<file path="config.mk">
export PLATFORM = sky130hd
export DESIGN_NAME = if_stage
export DESIGN_NICKNAME = d
export VERILOG_FILES = /design/src/rtl/core_pkg.sv /design/src/rtl/if_stage.sv
export SDC_FILE = /design/constraint.sdc
export NUM_CORES = 1
export LEC_CHECK = 0
export ABC_CLOCK_PERIOD_IN_PS = 3400
export CORE_MARGIN = 2
export CORE_UTILIZATION = 45
export CTS_CLUSTER_SIZE = 30
export DETAILED_ROUTE_END_ITERATION = 6
export GPL_TIMING_DRIVEN = 0
export MAX_ROUTING_LAYER = met4
export PLACE_DENSITY_LB_ADDON = 0.05
export SLEW_MARGIN = 25
export SYNTH_ARGS = -nofsm -noshare
export SYNTH_HDL_FRONTEND = slang
export SYNTH_SLANG_ARGS = --single-unit
</file>
<file path="constraint.sdc">
create_clock -name clk -period 3.4 [get_ports clk]
set_input_delay 0.34 -clock clk [delete_from_list [all_inputs] [get_ports clk]]
set_output_delay 0.34 -clock clk [all_outputs]
set_load 0.05 [all_outputs]
</file>
<file path="src/rtl/core_pkg.sv">
// -----------------------------------------------------------------------------
// core_pkg
// Definitions shared by the core pipeline stages.
//   fetch_state_t    : instruction-fetch FSM state encoding
//   NOP_INSTR        : canonical NOP (addi x0, x0, 0), presented for faulted fetches
//   RESET_PC_DEFAULT : default address of the first fetch after reset
// -----------------------------------------------------------------------------
package core_pkg;

   typedef enum logic [2:0] {
      IDLE = 3'd0,   // one settling cycle after reset release
      REQ  = 3'd1,   // request presented to instruction memory
      WAIT = 3'd2,   // request accepted, waiting for the response
      DROP = 3'd3,   // request accepted but squashed; swallow its response
      FULL = 3'd4    // instruction held for decode
   } fetch_state_t;

   localparam logic [31:0] NOP_INSTR        = 32'h0000_0013;
   localparam logic [31:0] RESET_PC_DEFAULT = 32'h0000_0000;

endpackage

</file>
<file path="src/rtl/if_stage.sv">
// -----------------------------------------------------------------------------
// if_stage
// Instruction-fetch stage. Holds the program counter, issues one instruction
// memory request at a time and hands the fetched instruction to decode.
//
// Parameters
//   RESET_PC        : address of the first fetch after reset
// Ports
//   clk, rst_n      : clock (rising edge), asynchronous active-low reset
//   next_pc         : next PC chosen by the external PC mux
//   redirect        : taken branch / jump (PC mux select); highest priority
//   pc_plus4        : pc_q + 4, sequential input of the PC mux
//   imem_req_*      : request handshake; imem_req_addr is always pc_q
//   imem_rsp_*      : single-cycle response, no backpressure
//   id_valid/ready  : handshake to decode
//   id_instr, id_pc : fetched instruction and its address
//   fetch_fault     : misaligned fetch flag, meaningful only with id_valid
//
// Build option
//   IF_MISALIGN_CHK_EN : when defined, a fetch from a PC with pc_q[1:0] != 0
//   issues no request; a NOP with fetch_fault=1 is presented instead and held
//   until a redirect. When undefined, fetch_fault is tied to 0.
// -----------------------------------------------------------------------------
module if_stage
   import core_pkg::*;
#(
   parameter logic [31:0] RESET_PC = RESET_PC_DEFAULT
) (
   input  logic        clk,
   input  logic        rst_n,
   input  logic [31:0] next_pc,
   input  logic        redirect,
   output logic [31:0] pc_plus4,
   output logic        imem_req_valid,
   input  logic        imem_req_ready,
   output logic [31:0] imem_req_addr,
   input  logic        imem_rsp_valid,
   input  logic [31:0] imem_rsp_data,
   output logic        id_valid,
   input  logic        id_ready,
   output logic [31:0] id_instr,
   output logic [31:0] id_pc,
   output logic        fetch_fault
);

   fetch_state_t state_q, state_next;
   logic [31:0]  pc_q, pc_next;
   logic [31:0]  id_instr_q, id_instr_next;
   logic [31:0]  id_pc_q;
   logic         load_id;
   logic         misaligned;
   logic         fault_hold;

`ifdef IF_MISALIGN_CHK_EN
   logic fault_q, fault_next;
   assign misaligned  = (pc_q[1:0] != 2'b00);
   // A faulted fetch parks in FULL; only a redirect moves it on.
   assign fault_hold  = fault_q;
   assign fetch_fault = fault_q;
`else
   assign misaligned  = 1'b0;
   assign fault_hold  = 1'b0;
   assign fetch_fault = 1'b0;
`endif

   assign pc_plus4       = pc_q + 32'd4;
   assign imem_req_addr  = pc_q;
   assign imem_req_valid = (state_q == REQ) && !misaligned;
   // A redirect in the same cycle squashes the held instruction.
   assign id_valid       = (state_q == FULL) && !redirect;
   assign id_instr       = id_instr_q;
   assign id_pc          = id_pc_q;

   always_comb begin
      state_next    = state_q;
      pc_next       = pc_q;
      load_id       = 1'b0;
      id_instr_next = imem_rsp_data;
`ifdef IF_MISALIGN_CHK_EN
      fault_next    = 1'b0;
`endif
      // Redirect always retargets the PC, whatever the state.
      if (redirect) begin
         pc_next = next_pc;
      end

      case (state_q)
         IDLE: begin
            state_next = REQ;
         end
         REQ: begin
            if (redirect) begin
               // An accepted request is still in flight and must be drained.
               state_next = (imem_req_valid && imem_req_ready) ? DROP : REQ;
            end
`ifdef IF_MISALIGN_CHK_EN
            else if (misaligned) begin
               load_id       = 1'b1;
               id_instr_next = NOP_INSTR;
               fault_next    = 1'b1;
               state_next    = FULL;
            end
`endif
            else if (imem_req_ready) begin
               state_next = WAIT;
            end
         end
         WAIT: begin
            if (redirect) begin
               // A response in the same cycle belongs to the squashed fetch.
               state_next = imem_rsp_valid ? REQ : DROP;
            end else if (imem_rsp_valid) begin
               load_id    = 1'b1;
               pc_next    = next_pc;
               state_next = FULL;
            end
         end
         DROP: begin
            if (imem_rsp_valid) begin
               state_next = REQ;
            end
         end
         FULL: begin
            if (redirect) begin
               state_next = REQ;
            end else if (id_ready && !fault_hold) begin
               state_next = REQ;
            end
         end
         default: begin
            state_next = IDLE;
         end
      endcase
   end

   always_ff @(posedge clk or negedge rst_n) begin
      if (!rst_n) begin
         state_q    <= IDLE;
         pc_q       <= RESET_PC;
         id_instr_q <= 32'h0000_0000;
         id_pc_q    <= 32'h0000_0000;
`ifdef IF_MISALIGN_CHK_EN
         fault_q    <= 1'b0;
`endif
      end else begin
         state_q <= state_next;
         pc_q    <= pc_next;
         if (load_id) begin
            id_instr_q <= id_instr_next;
            id_pc_q    <= pc_q;
`ifdef IF_MISALIGN_CHK_EN
            fault_q    <= fault_next;
`endif
         end
      end
   end

endmodule

</file>
==> flow_summary.ini <==
[synth]
synthCells = 308
yosys_register_bits = 99
avgSynthCellArea_um2 = 14.08
synth-edff-count = 0
ys.flop_type = dfrtp_1
synth_area_leaders = dfrtp_1 57%, mux2_1 15%, mux2_2 9.9%, xnor2_1 4.2%, xor2_1 1.4%
yosys-top-cells-count = 99 x dfrtp_1, 58 x mux2_1, 38 x mux2_2, 21 x xnor2_1, 12 x nand3_1
synth.largest_area_cell = dfrtp_1
synthArstFlopShare_pct = 100.0
ys_warn_count = 0
syn_nets = 379
synth_most_common_cell = dfrtp_1
synthesis.area_um2 = 4335
synth_top_area_share_pct = 57.14
yosysSeqAreaShare_pct = 57.14
ys_types = 34

[timing]
hold_ws_ps = 411.6
finalHoldViolations = 0
fmax_mhz = 313.5
final.setup_skew_ps = 14.98
relSlewSlack_pct = 63.50
fin_crit_ps = 3190
period_share_pct = 93.82
rsz0062_at_grt = false
setup-violations-final = 0
slew_viol_final = 0
worst_slack_ps = 210.0
tightest_slew_ps = 545.8

[pwr]
p_per_area_nw_per_um2 = 929.0
peakVddDrop_mv = 0.5363
p_seq_share_pct = 30.4
intPower_mw = 3.277
comb_power_share_pct = 56.1
switching_share_pct = 47.82
p_leak_nw = 2.868
clockPowerShare_pct = 13.5
p_sw_mw = 3.003

[floorplanning]
row_count = 35
pin_count = 201
fp.dieArea_um2 = 10440
core_area_um2 = 9284
die_w_um = 102.2
fp.dieH_um = 102.2
initial_utilization_pct = 46.70

[critical_path]
setup.worst_path.end = pc_plus4[21]
r2r-end = imem_req_addr[21]
end_kind = output pin
r2r_start = state_q[1]
critPathBufInv = 1
r2r_cells = 5
cpLargestDelayFamily = simple AND/OR/NAND/NOR gates
crit_path_start = imem_req_addr[5]
path_class = reg -> out
rrSetupSlack_ps = 1630
max_stage_delay_ps = 830
crit_path_start_kind = flip-flop
crit_slowest_cell = clkdlybuf4s50_1
critical_path_cell_count = 5
cp.required_ps = 3060
path_max_fanout = 8
crit_arrival_ps = 2850
crit_path_cell_trace = nand4_4 -> nor4_4 -> nand3_1 -> xnor2_1 -> clkdlybuf4s50_1

[detailed_routing]
drt_iter0_markers = 78
wire_per_inst_um = 16.37
vias = 3232
wl_mm = 10.71
drc = 0
ant_nets = 0
detail_route.first_pass.iterations = 4
vias_per_cell = 4.942

[grt]
grt-ovfl-total = 0
track_usage_pct = 21.21
grt_max_degree = 75
grt_pass1_wl_mm = 16.37
antenna_found_initial = 0
grt_pass1_vias = 3242

[place]
post-place-ws_ps = 488.5
gp_congestion = 0.8261
hpwl_mm = 8.163
numPortBuffers = 199
dp.cells = 637

[final_layout]
layout.nets = 591
area_delta_synth_final_pct = 55.93
antenna_cells = 0
post_route_cells_drive_above_1_share_pct = 14.48
fin_cells = 654

[cts]
clkSlewWorstSetupHoldPaths_ps = 100
cts_root_buffer = clkbuf_8
htreeDepth = 3
numCtsBuffers = 9
cts_sinks = 99
clk_latency_ps = 360
clockBufferDepth = 2
post-cts-setup-buffers = 0
cts_tree = yes

[flow_run]
max-cap-violations = 0

[run_status]
status = finished clean

[worst_hold_path]
hold_class = in -> async
worst register-to-register path, cell delays in order, from the launching register on:
cell and delay, ps:
dfrtp_1 470, nand2_1 120, nor2_2 60, a21oi_2 300, buf_2 330, mux2_2 370
per-layer routing:
layer	GRT usage, %	wire length (um)	up-vias
met5	-	0	-
met4	5.846	123	0
met3	6.430	898	12
met2	33.76	5076	126
met1	26.48	4608	1577
li1	-	-	1517
power groups by stage:
stage,logic (mW),registers (mW),clock network [mW]
finish,3.53,1.91,0.845
global route,3.66,1.98,0.908
CTS,3.56,1.91,0.863
detailed placement,3.55,1.94,0
global placement,3.51,1.91,0
floorplan,0.807,3.38,0
state kept, by name (all words and copies together), names as in the netlist:
signal         count
imem_req_addr     32
state_q            3
id_pc             32
id_instr          32
per-stage QoR:
| step | area [um^2] | util (%) | total power, mW | setup TNS, ps |
|---|---|---|---|---|
| after floorplan | 4335 | - | 4.186 | 0 |
| after global placement | 6489 | 69.89 | 5.428 | -165430 |
| after detailed placement | 6518 | 70.20 | 5.487 | 0 |
| after CTS | 6753 | 72.74 | 6.332 | 0 |
| after global routing | 6760 | 72.82 | 6.542 | 0 |
| final | 6760 | 72.82 | 6.280 | 0 |
worst min-delay path by stage:
stage / endpoint / start / slack (ps) / cells past startpoint
after global placement: id_pc[11] / id_pc[11] / 470 / 1
after global routing: id_instr[22] / rst_n / 420 / 2
after detailed placement: id_instr[21] / rst_n / 220 / 1
after floorplan: id_instr[0] / rst_n / 40 / 0
final: id_instr[21] / rst_n / 410 / 2
after CTS: id_instr[21] / rst_n / 410 / 2
final cells by class:
type                    count  area [um^2]
flip-flops and latches     99         2477
fillers                   657         2524
plain buffers              12        67.56
multi-input cells         192         1772
well taps                 129        161.4
clock buffers              11        141.4
clock inverters             5        83.83
inverters                   5        18.77
repair buffers            201         2038
cell families (layout without fill, tap and decap cells):
group / count (synthesis) / in the layout / synth area share [%]
AO/OA/AOI/OAI: 6 / 6 / 1.010
XOR/XNOR: 28 / 28 / 5.657
adder cells (fa/ha/maj): 1 / 1 / 0.2886
buffers and inverters: 17 / 234 / 1.991
flip-flops: 99 / 99 / 57.14
multiplexers: 96 / 96 / 24.94
other: 1 / 1 / 0.08650
AND/OR/NAND/NOR: 60 / 60 / 8.889
placed cells by master (no fill, tap or decap), types with 2 or more instances in the layout:
cell type	n
a21oi_1	2
and3_1	3
and4_1	2
buf_2	9
buf_4	3
bufinv_16	2
clkbuf_8	10
clkdlybuf4s50_1	195
clkinvlp_4	2
dfrtp_1	99
dlymetal6s2s_1	3
inv_1	5
mux2_1	58
mux2_2	38
nand2_1	9
nand2b_1	2
nand3_1	12
nand4_1	6
nor2_1	8
nor3_1	4
nor3b_1	2
nor4_1	2
nor4_4	2
xnor2_1	21
xor2_1	7
what timing repair did:
item	CTS	global route
endpoints found under the setup margin	0	3
endpoints found under the hold margin	25	0
hold buffers	1	0
resized for setup	0	3
No activity file was read; power rests on OpenSTA's default activity.
==> edit 1, RTL diff (config.mk and constraints unchanged) <==
Encoding of `fetch_state_t`: now one-hot (5 bits for 5 states).
--- a/src/rtl/core_pkg.sv
+++ b/src/rtl/core_pkg.sv
@@ -9,8 +9,8 @@
 
-   typedef enum logic [2:0] {
-      IDLE = 3'd0,   // one settling cycle after reset release
-      REQ  = 3'd1,   // request presented to instruction memory
-      WAIT = 3'd2,   // request accepted, waiting for the response
-      DROP = 3'd3,   // request accepted but squashed; swallow its response
-      FULL = 3'd4    // instruction held for decode
+   typedef enum logic [4:0] {
+      IDLE = 5'b00001,   // one settling cycle after reset release
+      REQ  = 5'b00010,   // request presented to instruction memory
+      WAIT = 5'b00100,   // request accepted, waiting for the response
+      DROP = 5'b01000,   // request accepted but squashed; swallow its response
+      FULL = 5'b10000    // instruction held for decode
    } fetch_state_t;
Formal check against the unedited RTL: same outputs for any inputs over 4 cycles, from zero or initial values and one cycle with rst_n low; so few cycles prove little.
==> edit 1 against the original RTL <==
  * Setup slack got worse by 0.064 ns
  * Sequential cell count increased by 2
  * Power decreased by 24%
  * Routed wire length increased by 2.8%
  * Final area increased by 2.4%
  * Cell count increased by 4.3%
  * Area after synthesis increased by 4.1%
  * Via count increased by 5.1%
==> edit 1: results (changes against the original RTL) <==
Placement
  • Placement Setup Slack: -0.2008 ns (-0.6893 ns)
  • Gpl congestion: 0.8521 (+3.1%)
  • Cell Area, Placed: 6701 um2 (+2.8%)
  • DP Wirelength: 8312 um (+1.8%)
  • Placed insts: 663 (+4.1%)

Power and ir drop
  • Pleak: 3.092 nW (+7.8%)
  • Clock share of power: 14.5% (+1.0 points)
  • Pwr dens: 688.3 nW/um2 (-26%)
  • Sw Ratio: 44.76% (-3.1 points)
  • Sequential fraction of design power: 35.6% (+5.2 points)

Layout
  • Layout Nets: 615 (+4.1%)
  • Multi-input gate count: 206 (+7.3%)
  • Clock-cell share: 2.550% (-0.78 points)
  • Seq/total area: 36.55% (-0.10 points)
  • Fill count: 728 (+11%)
  • NonClk Buf Share: 31.57% (+0.42 points)
  • Synth-to-layout area growth: 53.27%
  • Layout cells sized above 1: 15.85% (+1.4 points)

Setup path
  • Crit path to: pc_plus4[31]
  • Data arrival, critical path: 2.91 ns (+0.06 ns)
  • Critical path's largest stage delay: 0.85 ns (+0.02 ns)
  • R2r setup slk: 1.33 ns (-0.30 ns)
  • Crit. Startpoint: imem_req_addr[7]$_DFF_PN0_
  • CP max FO: 9 (+1)
  • R2R cell count: 7 (+2)
  • Largest delay share family, worst path: buffers and inverters
  • R2R Path Start: state_q[3]$_DFFE_PN0P_
  • Worst r2r dst: id_pc[29]$_DFFE_PN0P_

Logic synthesis
  • Mapped Nets: 401 (+5.8%)
  • Synth Area per Inst: 13.68 um2 (-2.8%)
  • Synth cell count leaders: dfrtp_1, mux2_1, mux2_2

GRT
  • GRT Util Overall: 21.13% (-0.087 points)
  • Met2 Use GR: 34.68% (+0.93 points)
  • Met1 usage: 26.23% (-0.26 points)
  • Largest net degree at the start of global routing: 74 (-1.3%)
  • First-pass GRT wire length: 17,710 um (+8.1%)

Clock tree
  • CTS sink count: 101 (+2.0%)

Route
  • Via count: 3,396 (+5.1%)
  • WL met2: 5584 um (+10%)
  • DRT iter0 DRCs: 102 (+31%)
  • Vias per cell: 4.979 (+0.76%)
  • Post-Route WL: 11,010 um (+2.8%)

Timing
  • Max Freq: 0.3073 GHz (-2.0%)
  • Relative slew margins: 49.45% (-14 points)
  • Worst hold slack: 0.4198 ns (+0.008150 ns)
  • Worst Skew: 0.01321 ns (-0.001768 ns)

Outcome
  • Status: finished, final reports clean
[edit 1: cell types whose count changed in the layout (fill, tap and decap cells not counted), sizes merged, moves of 3 or more]
| cell | before | now |
|---|---|---|
| clkdlybuf4s50 | 195 | 190 |
| clkbuf | 11 | 14 |
| a21oi | 3 | 0 |
| o21ai | 0 | 5 |
| nand2 | 10 | 14 |
| dlygate4sd2 | 0 | 4 |
| buf | 14 | 19 |
| clkinv | 0 | 3 |
[edit 1: kinds of logic after synthesis]
logic type / Yosys count / share of synthesized area [%]
DFF: 101 / 56.01
muxes: 96 / 23.95
and+or+nand+nor: 66 / 8.648
xor gates and xnor gates: 30 / 5.820
buffers and inverters: 23 / 3.381
AOI/OAI and AO/OA: 12 / 1.830
adders and majority gates: 1 / 0.2771
other: 1 / 0.08307
[edit 1: repair_timing]
action                                  4_1_cts  5_1_grt
gates resized for setup                       6        4
pin swaps                                     0        1
hold endpoints to repair                     28        0
setup buffers                                 0        2
hold buffers                                  1        0
endpoints found under the setup margin        7       11
==> edit 2, RTL diff (same flow settings) <==
Made on the original files. The option `IF_MISALIGN_CHK_EN` is turned on by a define.
--- a/src/rtl/if_stage.sv
+++ b/src/rtl/if_stage.sv
@@ -23,2 +23,4 @@
 // -----------------------------------------------------------------------------
+`define IF_MISALIGN_CHK_EN
+
 module if_stage
Behaviour: not the same (a bounded check fails within 4 cycles, from zero or initial values and one cycle with rst_n low).
==> edit 2 against the original RTL <==
  * Critical path type unchanged
  * Sequential share of layout area is 1.1 points lower
  * Sequential cell count is 1 higher
  * Routed wire length is 10% higher
  * Final area is 4.2% higher
  * Power is 14% lower
  * Area after synthesis is 5.9% higher
  * Count of clock-buffer cells in the layout stayed put
  * Setup slack worse by 0.019 ns
  * Sequential power is 9% lower
  * Highest routed layer unchanged
==> edit 2: results (changes against the original RTL) <==
Setup path
  • Critical path's largest stage delay: 0.81 ns (-0.02 ns)
  • Largest delay share family, worst path: buffers and inverters
  • Data arrival, critical path: 2.87 ns (+0.02 ns)
  • CP max FO: 9 (+1)
  • Slowest-stage cell, CP: clkdlybuf4s50_1

Clock tree
  • CTS Buf Count: 9 (unchanged)
  • Clock transition at the registers of the reported paths: 0.09 ns
  • Htree depth: 3 (unchanged)
  • Clock tree root driver cell: clkbuf_8
  • Worst skew pair latency: 0.36 ns (about the same)
  • Max clock buf depth: 2 (unchanged)

Placement
  • Port Buffer Count: 200 (+0.50%)
  • Gpl congestion: 0.8266 (about the same)
  • Placed insts: 720 (+13%)
  • Cell Area, Placed: 6788 um2 (+4.1%)
  • DP Wirelength: 8849 um (+8.4%)

Layout
  • Non-Filler Instances: 740 (+13%)
  • # diodes: 0 (unchanged)
  • Layout cells sized above 1: 16.47% (+2.0 points)
  • Layout Nets: 673 (+14%)

Logic synthesis
  • Count of cell types in the netlist: 36 (+5.9%)
  • Sequential area share after synthesis: 54.51% (-2.6 points)
  • Syn. warnings: 0 (unchanged)
  • Ranking of synthesized cells by area: dfrtp_1, mux2_4, mux2_2
  • Post-synth EDFFs: 0 (unchanged)
  • Synth cell count leaders: dfrtp_1, nand2_1, mux2_2
  • Synth Area per Inst: 11.89 um2 (-16%)
  • Mapped Nets: 457 (+21%)
  • Asr flop ratio synth: 100.0% (unchanged)

GRT
  • First-pass GRT wire length: 18,950 um (+16%)
  • Met3 Track Usage GR: 4.991% (-1.4 points)
  • Met1 usage: 27.20% (+0.72 points)
  • GRT Util Overall: 22.32% (+1.1 points)
  • Met2 Use GR: 36.83% (+3.1 points)
  • Largest net degree at the start of global routing: 59 (-21%)
  • Vias in the first global route: 3,757 (+16%)
  • Initial antenna violation count: 0 (unchanged)

Power and ir drop
  • Worst vdd ir: 0.4118 mV (-23%)
  • Pleak: 2.941 nW (+2.5%)

Outcome
  • Status: finished, final reports clean

Route
  • DRT iter0 DRCs: 138 (+77%)
  • Vias per cell: 4.999 (+1.1%)
  • Routed len/inst: 15.92 um (-2.8%)
  • TritonRoute pass-1 iters: 4 (unchanged)
  • DRC violations left: 0 (unchanged)

Timing
  • Worst Skew: 0.008094 ns (-0.006882 ns)
  • Measured slew at the worst slew-check pin: 0.5508 ns (+0.004993 ns)

Min path
  • Hold Crit Class: in2async
-- edit 2: cell types whose count changed in the layout (fill, tap and decap cells not counted), moves of 7 or more --
cell      delta
nand2_1     +70
mux2_1      -58
mux2_4      +30
a21oi_1     +27
clkbuf_1    +10
nand3_1      +7
-- edit 2: final cells by class --
cell class	instances	area, um2
Timing Repair Buffer	205	2078
Sequential cell	100	2502
Clock buffer	11	131.4
Tap cell	133	166.4
Clock inverter	5	52.55
Fill cell	747	2776
Multi-Input combinational cell	261	1948
Inverter	4	15.01
Buffer	21	148.9
-- edit 2: metal layers --
| layer | share of wire (%) | vias up |
|---|---|---|
| li1 | - | 1747 |
| met1 | 42 | 1797 |
| met2 | 49 | 138 |
| met3 | 6.4 | 17 |
| met4 | 1.8 | 0 |
| met5 | 0 | - |
-- edit 2: cells by family after synthesis --
family                   Yosys count  synth area share (%)
AO/OA/AOI/OAI                     34                 3.925
XOR/XNOR                          28                 5.342
adder cells (fa/ha/maj)            1                0.2725
buffers and inverters             25                 3.570
flip-flops                       100                 54.51
multiplexers                      64                 18.15
AND/OR/NAND/NOR                  134                 14.23
-- edit 2: where the power goes --
group / internal (mW) / switching, mW / total, mW / leakage [nW]
clock network: 0.338 / 0.392 / 0.730 / 0.0931
logic: 1.17 / 1.77 / 2.93 / 1.62
registers: 1.49 / 0.236 / 1.73 / 1.23
-- edit 2: path summary, 6_finish.rpt --
check                                           start                         end  slack [ns]  cells past startpoint
max in group asynchronous                       rst_n  imem_req_addr[9]$_DFF_PN0_        2.34                      3
hold reg to reg               id_instr[0]$_DFFE_PN0P_     id_instr[0]$_DFFE_PN0P_        0.50                      2
hold / removal                                  rst_n       id_pc[16]$_DFFE_PN0P_        0.45                      2
min in group clk              id_instr[0]$_DFFE_PN0P_     id_instr[0]$_DFFE_PN0P_        0.50                      2
setup reg to reg               state_q[1]$_DFFE_PN0P_       id_pc[23]$_DFFE_PN0P_        1.39                      6
setup / recovery           imem_req_addr[2]$_DFF_PN0_                pc_plus4[20]        0.19                      7
-- edit 2: through the flow --
stage	TNS (ns)	worst slack (ns)	total power, mW
after floorplan	0	0.3725	3.705
after global placement	-172.56	-1.731	4.651
after detailed placement	0	0.1909	4.692
after CTS	0	0.01650	5.441
after global routing	0	0.02081	5.629
final	0	0.1908	5.393
-- edit 2: what timing repair did --
item / CTS / global route
buffers inserted: 0 / 3
resized for setup: 5 / 2
hold buffers: 1 / 0
pin swaps: 0 / 1
endpoints found under the hold margin: 42 / 0
endpoints found under the setup margin: 19 / 15
